[src/rtl/pe_image_packetizer.sv]
// rtl/pe_image_packetizer.sv - streams a rows x cols pixel RAM image out as one head/body/tail NoC packet
module pe_image_packetizer #(
    parameter int rows              = 273,
    parameter int cols              = 182,
    parameter int X                 = 3,
    parameter int Y                 = 3,
    parameter int id_width          = 2,
    parameter int data_width        = 24,
    parameter int pkt_no_field_size = 4,
    parameter int x_size            = $clog2(X),
    parameter int y_size            = $clog2(Y),
    parameter int total_width       = x_size + y_size + pkt_no_field_size + id_width + data_width,
    parameter int addr_width        = 16
) (
    input  logic                         clk,
    input  logic                         rstn,
    input  logic                         start,
    input  logic [x_size-1:0]            dest_x,
    input  logic [y_size-1:0]            dest_y,
    output logic                         pix_rd_en,
    output logic [addr_width-1:0]        pix_addr,
    input  logic [data_width-1:0]        pix_data,
    output logic                         w_valid_pe,
    input  logic                         w_ready_pe,
    output logic [total_width-1:0]       w_data_pe,
    output logic                         busy,
    output logic                         done,
    output logic [pkt_no_field_size-1:0] pkt_no
);

    typedef enum logic [1:0] {IDLE, HEAD, BODY, TAIL} state_t;

    localparam int npix  = rows * cols;
    localparam int cnt_w = $clog2(npix + 1);
    localparam logic [cnt_w-1:0]      all_reads = cnt_w'(npix);
    localparam logic [cnt_w-1:0]      last_body = cnt_w'(npix - 1);
    localparam logic [data_width-1:0] head_data = data_width'({12'(rows), 12'(cols)});
    localparam logic [id_width-1:0]   type_head = id_width'(0);
    localparam logic [id_width-1:0]   type_body = id_width'(1);
    localparam logic [id_width-1:0]   type_tail = id_width'(3);

    state_t                         state, state_nxt;
    logic [x_size-1:0]              dx_q;
    logic [y_size-1:0]              dy_q;
    logic [pkt_no_field_size-1:0]   pkt_q;
    logic [cnt_w-1:0]               rd_cnt;
    logic [cnt_w-1:0]               body_cnt;
    logic [data_width-1:0]          csum;
    logic [data_width-1:0]          buf0;
    logic [data_width-1:0]          buf1;
    logic [1:0]                     buf_cnt;
    logic                           rd_pend;
    logic                           done_q;

    logic                           start_acc;
    logic                           hs;
    logic                           pop;
    logic                           rd_en;
    logic [2:0]                     occ;
    logic                           valid;
    logic [id_width-1:0]            ftype;
    logic [data_width-1:0]          fdata;

    // the done cycle is already IDLE, so it is excluded explicitly
    assign start_acc = (state == IDLE) && start && !done_q;
    assign hs        = valid && w_ready_pe;
    assign pop       = (state == BODY) && hs;

    // occupancy counts the entry leaving this cycle so the buffer streams without bubbles
    assign occ   = 3'(buf_cnt) - 3'(pop) + 3'(rd_pend);
    assign rd_en = ((state != IDLE) || start_acc) && (rd_cnt != all_reads) && (occ < 3'd2);

    always_comb begin
        state_nxt = state;
        valid     = 1'b0;
        ftype     = '0;
        fdata     = '0;
        case (state)
            IDLE: begin
                if (start_acc) state_nxt = HEAD;
            end
            HEAD: begin
                valid = 1'b1;
                ftype = type_head;
                fdata = head_data;
                if (w_ready_pe) state_nxt = BODY;
            end
            BODY: begin
                valid = (buf_cnt != 2'd0);
                ftype = type_body;
                fdata = buf0;
                if (hs && (body_cnt == last_body)) state_nxt = TAIL;
            end
            TAIL: begin
                valid = 1'b1;
                ftype = type_tail;
                fdata = csum;
                if (w_ready_pe) state_nxt = IDLE;
            end
            default: state_nxt = IDLE;
        endcase
    end

    always_ff @(posedge clk or negedge rstn) begin
        if (!rstn) begin
            state    <= IDLE;
            dx_q     <= '0;
            dy_q     <= '0;
            pkt_q    <= '0;
            rd_cnt   <= '0;
            body_cnt <= '0;
            csum     <= '0;
            buf0     <= '0;
            buf1     <= '0;
            buf_cnt  <= '0;
            rd_pend  <= 1'b0;
            done_q   <= 1'b0;
        end else begin
            state   <= state_nxt;
            rd_pend <= rd_en;
            done_q  <= 1'b0;
            if (start_acc) begin
                dx_q <= dest_x;
                dy_q <= dest_y;
                csum <= '0;
            end
            case ({rd_pend, pop})
                2'b10: begin
                    if (buf_cnt == 2'd0) buf0 <= pix_data;
                    else                 buf1 <= pix_data;
                    buf_cnt <= buf_cnt + 2'd1;
                end
                2'b01: begin
                    buf0    <= buf1;
                    buf_cnt <= buf_cnt - 2'd1;
                end
                2'b11: begin
                    if (buf_cnt == 2'd1) begin
                        buf0 <= pix_data;
                    end else begin
                        buf0 <= buf1;
                        buf1 <= pix_data;
                    end
                end
                default: ;
            endcase
            if (pop) begin
                csum     <= csum + buf0;
                body_cnt <= body_cnt + 1'b1;
            end
            if ((state == TAIL) && w_ready_pe) begin
                pkt_q    <= pkt_q + 1'b1;
                rd_cnt   <= '0;
                body_cnt <= '0;
                done_q   <= 1'b1;
            end else if (rd_en) begin
                rd_cnt <= rd_cnt + 1'b1;
            end
        end
    end

    assign pix_rd_en  = rd_en;
    assign pix_addr   = addr_width'(rd_cnt);
    assign w_valid_pe = valid;
    assign w_data_pe  = valid ? {dx_q, dy_q, pkt_q, ftype, fdata} : '0;
    assign busy       = (state != IDLE);
    assign done       = done_q;
    assign pkt_no     = pkt_q;

endmodule

[config.mk]
export PLATFORM = sky130hd
export DESIGN_NAME = pe_image_packetizer
export DESIGN_NICKNAME = d
export VERILOG_FILES = /design/src/rtl/pe_image_packetizer.sv
export SDC_FILE = /design/constraint.sdc
export NUM_CORES = 1
export LEC_CHECK = 0
export CELL_PAD_IN_SITES_DETAIL_PLACEMENT = 1
export CELL_PAD_IN_SITES_GLOBAL_PLACEMENT = 1
export CORE_UTILIZATION = 30
export CTS_BUF_LIST = sky130_fd_sc_hd__clkbuf_8 sky130_fd_sc_hd__clkbuf_16
export DETAILED_ROUTE_END_ITERATION = 8
export PLACE_DENSITY_LB_ADDON = 0.1
export SYNTH_ARGS = -nofsm -noshare
export SYNTH_HDL_FRONTEND = slang
export SYNTH_SLANG_ARGS = --single-unit
[constraint.sdc]
create_clock -name clk -period 10.5 [get_ports clk]
set_input_delay 2.1 -clock clk [delete_from_list [all_inputs] [get_ports clk]]
set_output_delay 2.1 -clock clk [all_outputs]
set_load 0.03 [all_outputs]
==> Yosys cells after proc, flatten, opt, wreduce, memory -nomap -nowiden <==
Cells that the tools add are included.
{ "totals": {"register_bits": 118, "wordCells": 84, "out_inout_bits": 58, "in_bits": 32} }
{ "op_classes": {"reduce_logical": 24, "n_mux": 23, "order_cmp": 1, "n_addsub": 8, "eq_ne": 16} }
{ "ops": {"columns": ["operator", "n"], "rows": [
  ["$mux W24", 6],
  ["$pmux W24 S3", 2],
  ["$mux W16", 4],
  ["$pmux W24 S2", 1],
  ["$mux W34", 1],
  ["$add A16 B1 Y16 const B", 2],
  ["$add A24 B24 Y24", 1],
  ["$eq A16 B16 Y1 const B", 1],
  ["$ne A16 B16 Y1 const B", 1],
  ["$reduce_bool A2 Y1", 7],
  ["$ne A2 B2 Y1 const B", 6],
  ["$eq A2 B2 Y1 const B", 4],
  ["$logic_and A1 B1 Y1", 8],
  ["$mux W2", 4],
  ["$pmux W2 S2", 2],
  ["$pmux W2 S4", 1],
  ["$eq A2 B1 Y1 const B", 3],
  ["$add A4 B1 Y4 const B", 1],
  ["$logic_not A2 Y1", 2],
  ["$reduce_and A4 Y1", 1],
  ["$add A3 B1 Y3", 1],
  ["$lt A3 B2 Y1 const B", 1],
  ["$reduce_and A3 Y1", 1],
  ["$reduce_bool A3 Y1", 1],
  ["10 further kinds", 10]
]} }

==> Longest topological paths before layout <==
Gate-level depths: netlist of run 1.
{ "logic_depth": {"ltp_word": 11, "ltp_mapped": 17, "depth_no_buf": 14} }

==> Least setup slack after synthesis of run 1 <==
OpenSTA, ideal clock, no wires.
{ "synth_path": {"path_kind": "input to output", "from": "input w_ready_pe", "to": "output pix_rd_en", "path_buffers": 2, "arrival_time_ns": 4.439, "path_stages": 10, "slack_ns": 3.961, "t_required_ns": 8.400, "path_cell_list": "nand2_1 -> a211oi_4 -> inv_2 -> buf_1 -> clkbuf_1 -> ha_1 -> nand2b_1 -> fa_1 -> xnor2_1 -> o2111a_1"} }
{ "synth_via": {"elab_chain_cells": 6} }
{ "synth_lines": {"columns": ["item", "line", "rtl"], "rows": [
  ["start: declaration", "24", "input logic w_ready_pe,"],
  ["$logic_and A1 B1 Y1", "66", "assign hs = valid && w_ready_pe;"],
  ["$logic_and A1 B1 Y1", "67", "assign pop = (state == BODY) && hs;"],
  ["$sub A2 B1 Y3", "70", "assign occ = 3'(buf_cnt) - 3'(pop) + 3'(rd_pend);"],
  ["$add A3 B1 Y3", "70", null],
  ["$lt A3 B2 Y1", "71", "assign rd_en = ((state != IDLE) || start_acc) && (rd_cnt != all_reads) && (occ < 3'd2);"],
  ["$logic_and A1 B1 Y1", "71", null],
  ["end: declaration", "20", "output logic pix_rd_en,"]
]} }
Every way passes these cells.

==> Worst setup path in the final report of run 1 <==
Ends and elaborated chain as after synthesis.

==> summary.md, run 1 <==
| Metric | Value |
|---|---|
| Clock root buffer | `clkbuf_16` |
| Worst r2r src | `state[1]` |
| Num CTS Buffers | `17` |
| Die span in x | `155 µm` |
| P per Cell Area | `342 nW/µm²` |
| Final net count | `882` |
| CP max FO | `7` |
| Die Ht | `155 µm` |
| Synth area leaders | `dfrtp_1, ha_1, nor2_1, mux2_2, a21oi_1` |
| IO buf count | `89` |
| Cts hold-fix bufs | `0` |
| Period utilization | `71.1%` |
| Mapped Cells | `736` |
| Pleak | `3.63 nW` |
| Critical path endpoint category | `primary output` |
| Vias per inst | `5.09` |
| Synth warn | `0` |
| I/O pin total | `90` |
| Number of global-route vias before repair | `6146` |
| Min Tclk post-route | `7470 ps` |
| DR DRC count | `0` |
| Routed wire length | `19600 µm` |
| CTS tree | `built` |
| Std-Cell Core Area | `22800 µm²` |
| Synth-to-layout area growth | `25.6%` |
| Worst Path Required | `8400 ps` |
| Worst-Skew Late Latency | `430 ps` |
| Clock sink count | `118` |
| Most frequent cells in the layout | `dfrtp_1, nor2_1, clkdlybuf4s50_1` |
| Syn Std Cell Area | `7010 µm²` |
| Pwr Total | `0.00301 W` |
| Reg-to-reg slack, setup | `6550 ps` |
| Via count | `5791` |
| Setup TNS | `0 ps` |
| Initial antenna violation count | `0` |
| Post-synth top flop | `dfrtp_1` |
| EDFF count, synth | `0` |
| Startpoint Class | `input pin` |
| Slew headroom | `20.5%` |
| Worst Tran Pin Value | `1190 ps` |
| Sequential fraction of the synthesis area | `42.1%` |
| Ys async rst share | `100%` |
| Worst vdd ir | `0.151 mV` |
| Status | `completed` |
| Fin. Hold Viols | `0` |
| WP data arrival | `5370 ps` |
| Commonest non-fill, non-tap cell in the layout | `dfrtp_1` |
| Yosys top cell by area | `dfrtp_1` |
| Reg clk slew, reported paths | `60 ps` |
| Hold WC Path Type | `register to register` |
| Synthesized area per cell | `9.52 µm²` |
| Antenna viol nets, final | `0` |
| Pin count of the biggest net entering global routing | `76` |
| Filler cells | `2576` |
| Mapped Nets | `806` |
| Share of cells above drive strength 1 | `9.70%` |
| Clock Tree Buf Depth | `2` |
| Global-route wire length before repair | `32700 µm` |
| Top cell type's share of synthesized area | `42.1%` |
| Cts repair resizes | `0` |
| FP Rows | `55` |
| RSZ-0062 raised after global routing | `false` |
| Clk_skew | `13.6 ps` |
| TritonRoute pass-1 iters | `4` |
| Gr ovfl total | `0` |
| Max-Cap Viols | `0` |
| WL per Instance | `17.2 µm` |
| Synth Register Bits | `118` |
| # Post-CTS Setup Buffers | `0` |
| Peak Freq | `134 MHz` |
| Crit path from | `w_ready_pe` |
| DIE AREA | `24000 µm²` |
| Initial cell density of the core | `30.8%` |
| # setup viols final | `0` |
| R2R depth | `14` |
| CTS H-tree depth | `4` |
| Crit Path Class | `input pin to primary output` |
| Placer Congestion | `0.801` |
| Hold depth | `1` |
| Detailed Place HPWL | `13500 µm` |
| Hold_sp | `csum[23]` |
| DRT iter0 DRCs | `230` |
| Max Slew Vio Count | `0` |
| Antenna cells | `0` |
| Number of distinct library cells after synthesis | `57` |
| GRT Overall Usage | `17.4%` |
## layer usage
metal | share of wire (%) | up-vias | GRT usage, %
li1 | - | 2792 | -
met1 | 49 | 2899 | 23.4
met2 | 46 | 82 | 28.6
met3 | 3.1 | 18 | 3.04
met4 | 1.1 | 0 | 5.09
met5 | 0 | - | 0
## per-stage QoR
stage,setup slack [ps],instance area [µm²],utilization [%],cells,hold slack [ps]
2_1_floorplan,3960,7010,-,736,440
3_3_place_gp,3110,8210,36.1,1106,454
3_5_place_dp,3000,8210,36.1,1106,471
4_1_cts,3000,8800,38.6,1138,479
5_1_grt,2830,8800,38.6,1138,487
6_report,3030,8800,38.6,1138,475
## final timing paths
check                          endpoint
max                           pix_rd_en
max reg2reg                pix_addr[15]
min reg2reg                    csum[23]
min                            csum[23]
min in group asynchronous      buf1[14]
max in group asynchronous   body_cnt[4]
## where the power goes
group	leakage, nW	switching (W)	total, W	internal [W]
clock network	0.275	0.000236	0.000593	0.000357
logic	1.89	0.000976	0.00164	0.000666
registers	1.47	0.000152	0.000776	0.000625
## layout make-up
| class | instances | area (µm²) | share of cell area (%) |
|---|---|---|---|
| multi-input cells | 558 | 3840 | 43.7 |
| clock inverters | 14 | 151 | 1.72 |
| inverters | 20 | 75.1 | 0.853 |
| well taps | 313 | 392 | 4.45 |
| clock buffers | 18 | 439 | 4.99 |
| flip-flops and latches | 118 | 2950 | 33.5 |
| repair buffers | 97 | 948 | 10.8 |
## Yosys cell counts (10+ instances only)
| cell type | instances |
|---|---|
| dfrtp_1 | 118 |
| a21oi_1 | 58 |
| nand2_1 | 30 |
| mux2_2 | 30 |
| nor2_1 | 92 |
| xnor2_1 | 27 |
| nand4_1 | 13 |
| ha_1 | 36 |
| a22oi_1 | 24 |
| clkbuf_1 | 29 |
| nand3_1 | 40 |
| inv_1 | 19 |
| mux2i_1 | 26 |
| nor3_1 | 10 |
| o21ai_0 | 31 |
| xor2_1 | 20 |
| and2_1 | 16 |
## critical path, cell delays in order
cell	delay [ps]
clkdlybuf4s50_1	620
nand2_1	140
a211oi_4	260
inv_2	60
ha_1	330
nand2b_1	170
fa_1	380
xnor2_1	210
o2111a_1	370
clkdlybuf4s50_1	720
## flip-flops by register name (all words and copies together), names as in the netlist
name,flops
buf_cnt,2
state,2
dy_q,2
body_cnt,16
dx_q,2
rd_pend,1
pkt_no,4
done,1
pix_addr,16
csum,24
buf0,24
buf1,24
## cell families (layout without fill, tap and decap cells)
logic type / count (synthesis) / in the layout / share of synthesized area [%]
muxes: 56 / 56 / 8.53
buffers and inverters: 60 / 149 / 3.32
and+or+nand+nor: 241 / 241 / 17.0
AOI/OAI and AO/OA: 176 / 176 / 16.2
DFF: 118 / 118 / 42.1
adders and majority gates: 38 / 38 / 7.00
xor gates and xnor gates: 47 / 47 / 5.87
Note: power is estimated with default switching activity, not from simulation.
==> inputs of run 2 (changes only) <==
==> constraint.sdc (replaced) <==
create_clock -name clk -period 6.7 [get_ports clk]
set_input_delay 1.34 -clock clk [delete_from_list [all_inputs] [get_ports clk]]
set_output_delay 1.34 -clock clk [all_outputs]
set_load 0.03 [all_outputs]
==> run 2 against run 1 <==
Sequential power is 56% higher. First-iteration DRC count up 28%. Design area is 1.2% higher. Core utilization up 0.46 points. Critical endpoint unchanged. Via count rose by 0.64%. Sequential cell count unchanged. Non-clock buffer count up 1.
==> summary.md, run 2 (synthesis results as in run 1) <==
| Metric | Value |
|---|---|
| Status | `completed` |
| Crit Path Class | `input pin to primary output` |
| Pint | `0.00276 W` |
| Antenna viol nets, final | `0` |
| Most frequent cells in the layout | `dfrtp_1, nor2_1, clkdlybuf4s50_1` |
| DR DRC count | `0` |
| Gr ovfl total | `0` |
| CTS tree | `built` |
| Combinational power share | `53.0%` |
| Setup TNS | `0 ps` |
| WL per Instance | `17.0 µm` |
| Share of cells above drive strength 1 | `9.93%` |
| # setup viols final | `0` |
| Post-DP Area | `8220 µm²` |
| I/O pin total | `90` |
| GRT Overall Usage | `17.1%` |
| Max stage delay on crit path | `540 ps` |
| Clk_skew | `12.0 ps` |
| Reg clk slew, reported paths | `50 ps` |
| Hold WC Path Type | `register to register` |
| Slowest-stage cell, CP | `clkdlybuf4s50_1` |
| Period utilization | `81.7%` |
| DRT iter0 DRCs | `294` |
| WP buf/inv | `4` |
| Commonest non-fill, non-tap cell in the layout | `dfrtp_1` |
| Vias per inst | `5.12` |
| WP data arrival | `4140 ps` |
| CP most frequent cell | `buf_4` |
| Clock root buffer | `clkbuf_16` |
| Initial antenna violation count | `0` |
| Slew headroom | `22.7%` |
| Filler cells | `2545` |
| Global-route wire length before repair | `32100 µm` |
| Num CTS Buffers | `17` |
| Placer Congestion | `0.806` |
| Std-Cell Core Area | `22800 µm²` |
| Worst Tran Pin Value | `1150 ps` |
| Pin count of the biggest net entering global routing | `74` |
| Critical path cell sequence | `clkdlybuf4s50_1, nand2_1, a211oi_4, inv_2, buf_4, nor2_1, fa_1, xnor2_1, o2111a_1, buf_4` |
| Worst Path Required | `5360 ps` |
| Cts repair resizes | `0` |
| Routed wire length | `19300 µm` |
| Switch share | `43.4%` |
| Cts hold-fix bufs | `0` |
| Antenna cells | `0` |
| Fin. Hold Viols | `0` |
| Die span in x | `155 µm` |
| Final instance area | `8910 µm²` |
| Clock share of power | `22.1%` |
| FP Rows | `55` |
| Largest regs | `buf0 (24), buf1 (24), csum (24)` |
| Pleak | `3.69 nW` |
| Min Tclk post-route | `5480 ps` |
| DIE AREA | `24000 µm²` |
| Sw power | `0.00211 W` |
| Clock sink count | `118` |
| Initial cell density of the core | `30.8%` |
| Clock Tree Buf Depth | `2` |
| Die Ht | `155 µm` |
| Family with the most delay on the worst path | `buffers and inverters` |
| # Post-CTS Setup Buffers | `0` |
| TritonRoute pass-1 iters | `4` |
| Worst-Skew Late Latency | `430 ps` |
| Synth-to-layout area growth | `27.1%` |
| Peak Freq | `183 MHz` |
| Worst vdd ir | `0.212 mV` |
| CTS H-tree depth | `4` |
| Max-Cap Viols | `0` |
| Max Slew Vio Count | `0` |
| Detailed Place HPWL | `13400 µm` |
| Seq pwr share | `24.9%` |
| Pwr Total | `0.00487 W` |
| P per Cell Area | `546 nW/µm²` |
| IO buf count | `89` |
| RSZ-0062 raised after global routing | `false` |
| Startpoint Class | `input pin` |
| Number of global-route vias before repair | `6087` |
| Final net count | `883` |
| CP max FO | `54` |
| Via count | `5828` |
| Critical path endpoint category | `primary output` |
| Final Core Density | `39.1%` |
## run 2: cell types whose count changed in the layout (fill, tap and decap cells not counted), sizes merged
cell           change
clkinvlp           -3
clkbuf             +2
clkdlybuf4s50      -1
inv                -3
bufinv             +4
buf                +2
## run 2: worst paths after layout
check | startpoint | endpoint | slack [ps] | depth (start not counted)
max in group asynchronous | rstn | body_cnt[0] | 4450 | 2
min | csum[23] | csum[23] | 460 | 1
min in group asynchronous | rstn | buf1[14] | 1060 | 1
max | w_ready_pe | pix_rd_en | 1220 | 10
min reg2reg | csum[23] | csum[23] | 460 | 1
max reg2reg | state[1] | pix_addr[15] | 2760 | 14
## run 2: per-layer routing
layer  GRT usage, %  vias up  wire (µm)
li1               -     2799          -
met1           22.9     2927       9430
met2           27.7       88       9050
met3           3.31       14        630
met4           5.33        0        223
met5              0        -          0
## run 2: cell type report
cell class	count	area, µm²	area share, %
multi-input combinational	558	3840	43.2
sequential	118	2950	33.2
timing repair buffer	98	953	10.7
clock buffer	20	467	5.24
tap	313	392	4.40
clock inverter	12	223	2.50
inverter	20	75.1	0.843
## run 2: metrics by stage
stage,instances,hold WS (ps),setup WS (ps)
after CTS,1139,471,1180
after floorplan,736,440,1680
final,1139,464,1220
after global placement,1107,455,1340
after global routing,1139,511,1020
after detailed placement,1107,463,1180
## run 2: power groups by stage
stage / clock (W) / sequential, W / combinational [W]
after detailed placement: 0 / 0.00123 / 0.00260
after global routing: 0.00113 / 0.00126 / 0.00285
after global placement: 0 / 0.00121 / 0.00254
after CTS: 0.00110 / 0.00122 / 0.00261
final: 0.00108 / 0.00121 / 0.00258
after floorplan: 0 / 0.00119 / 0.00178
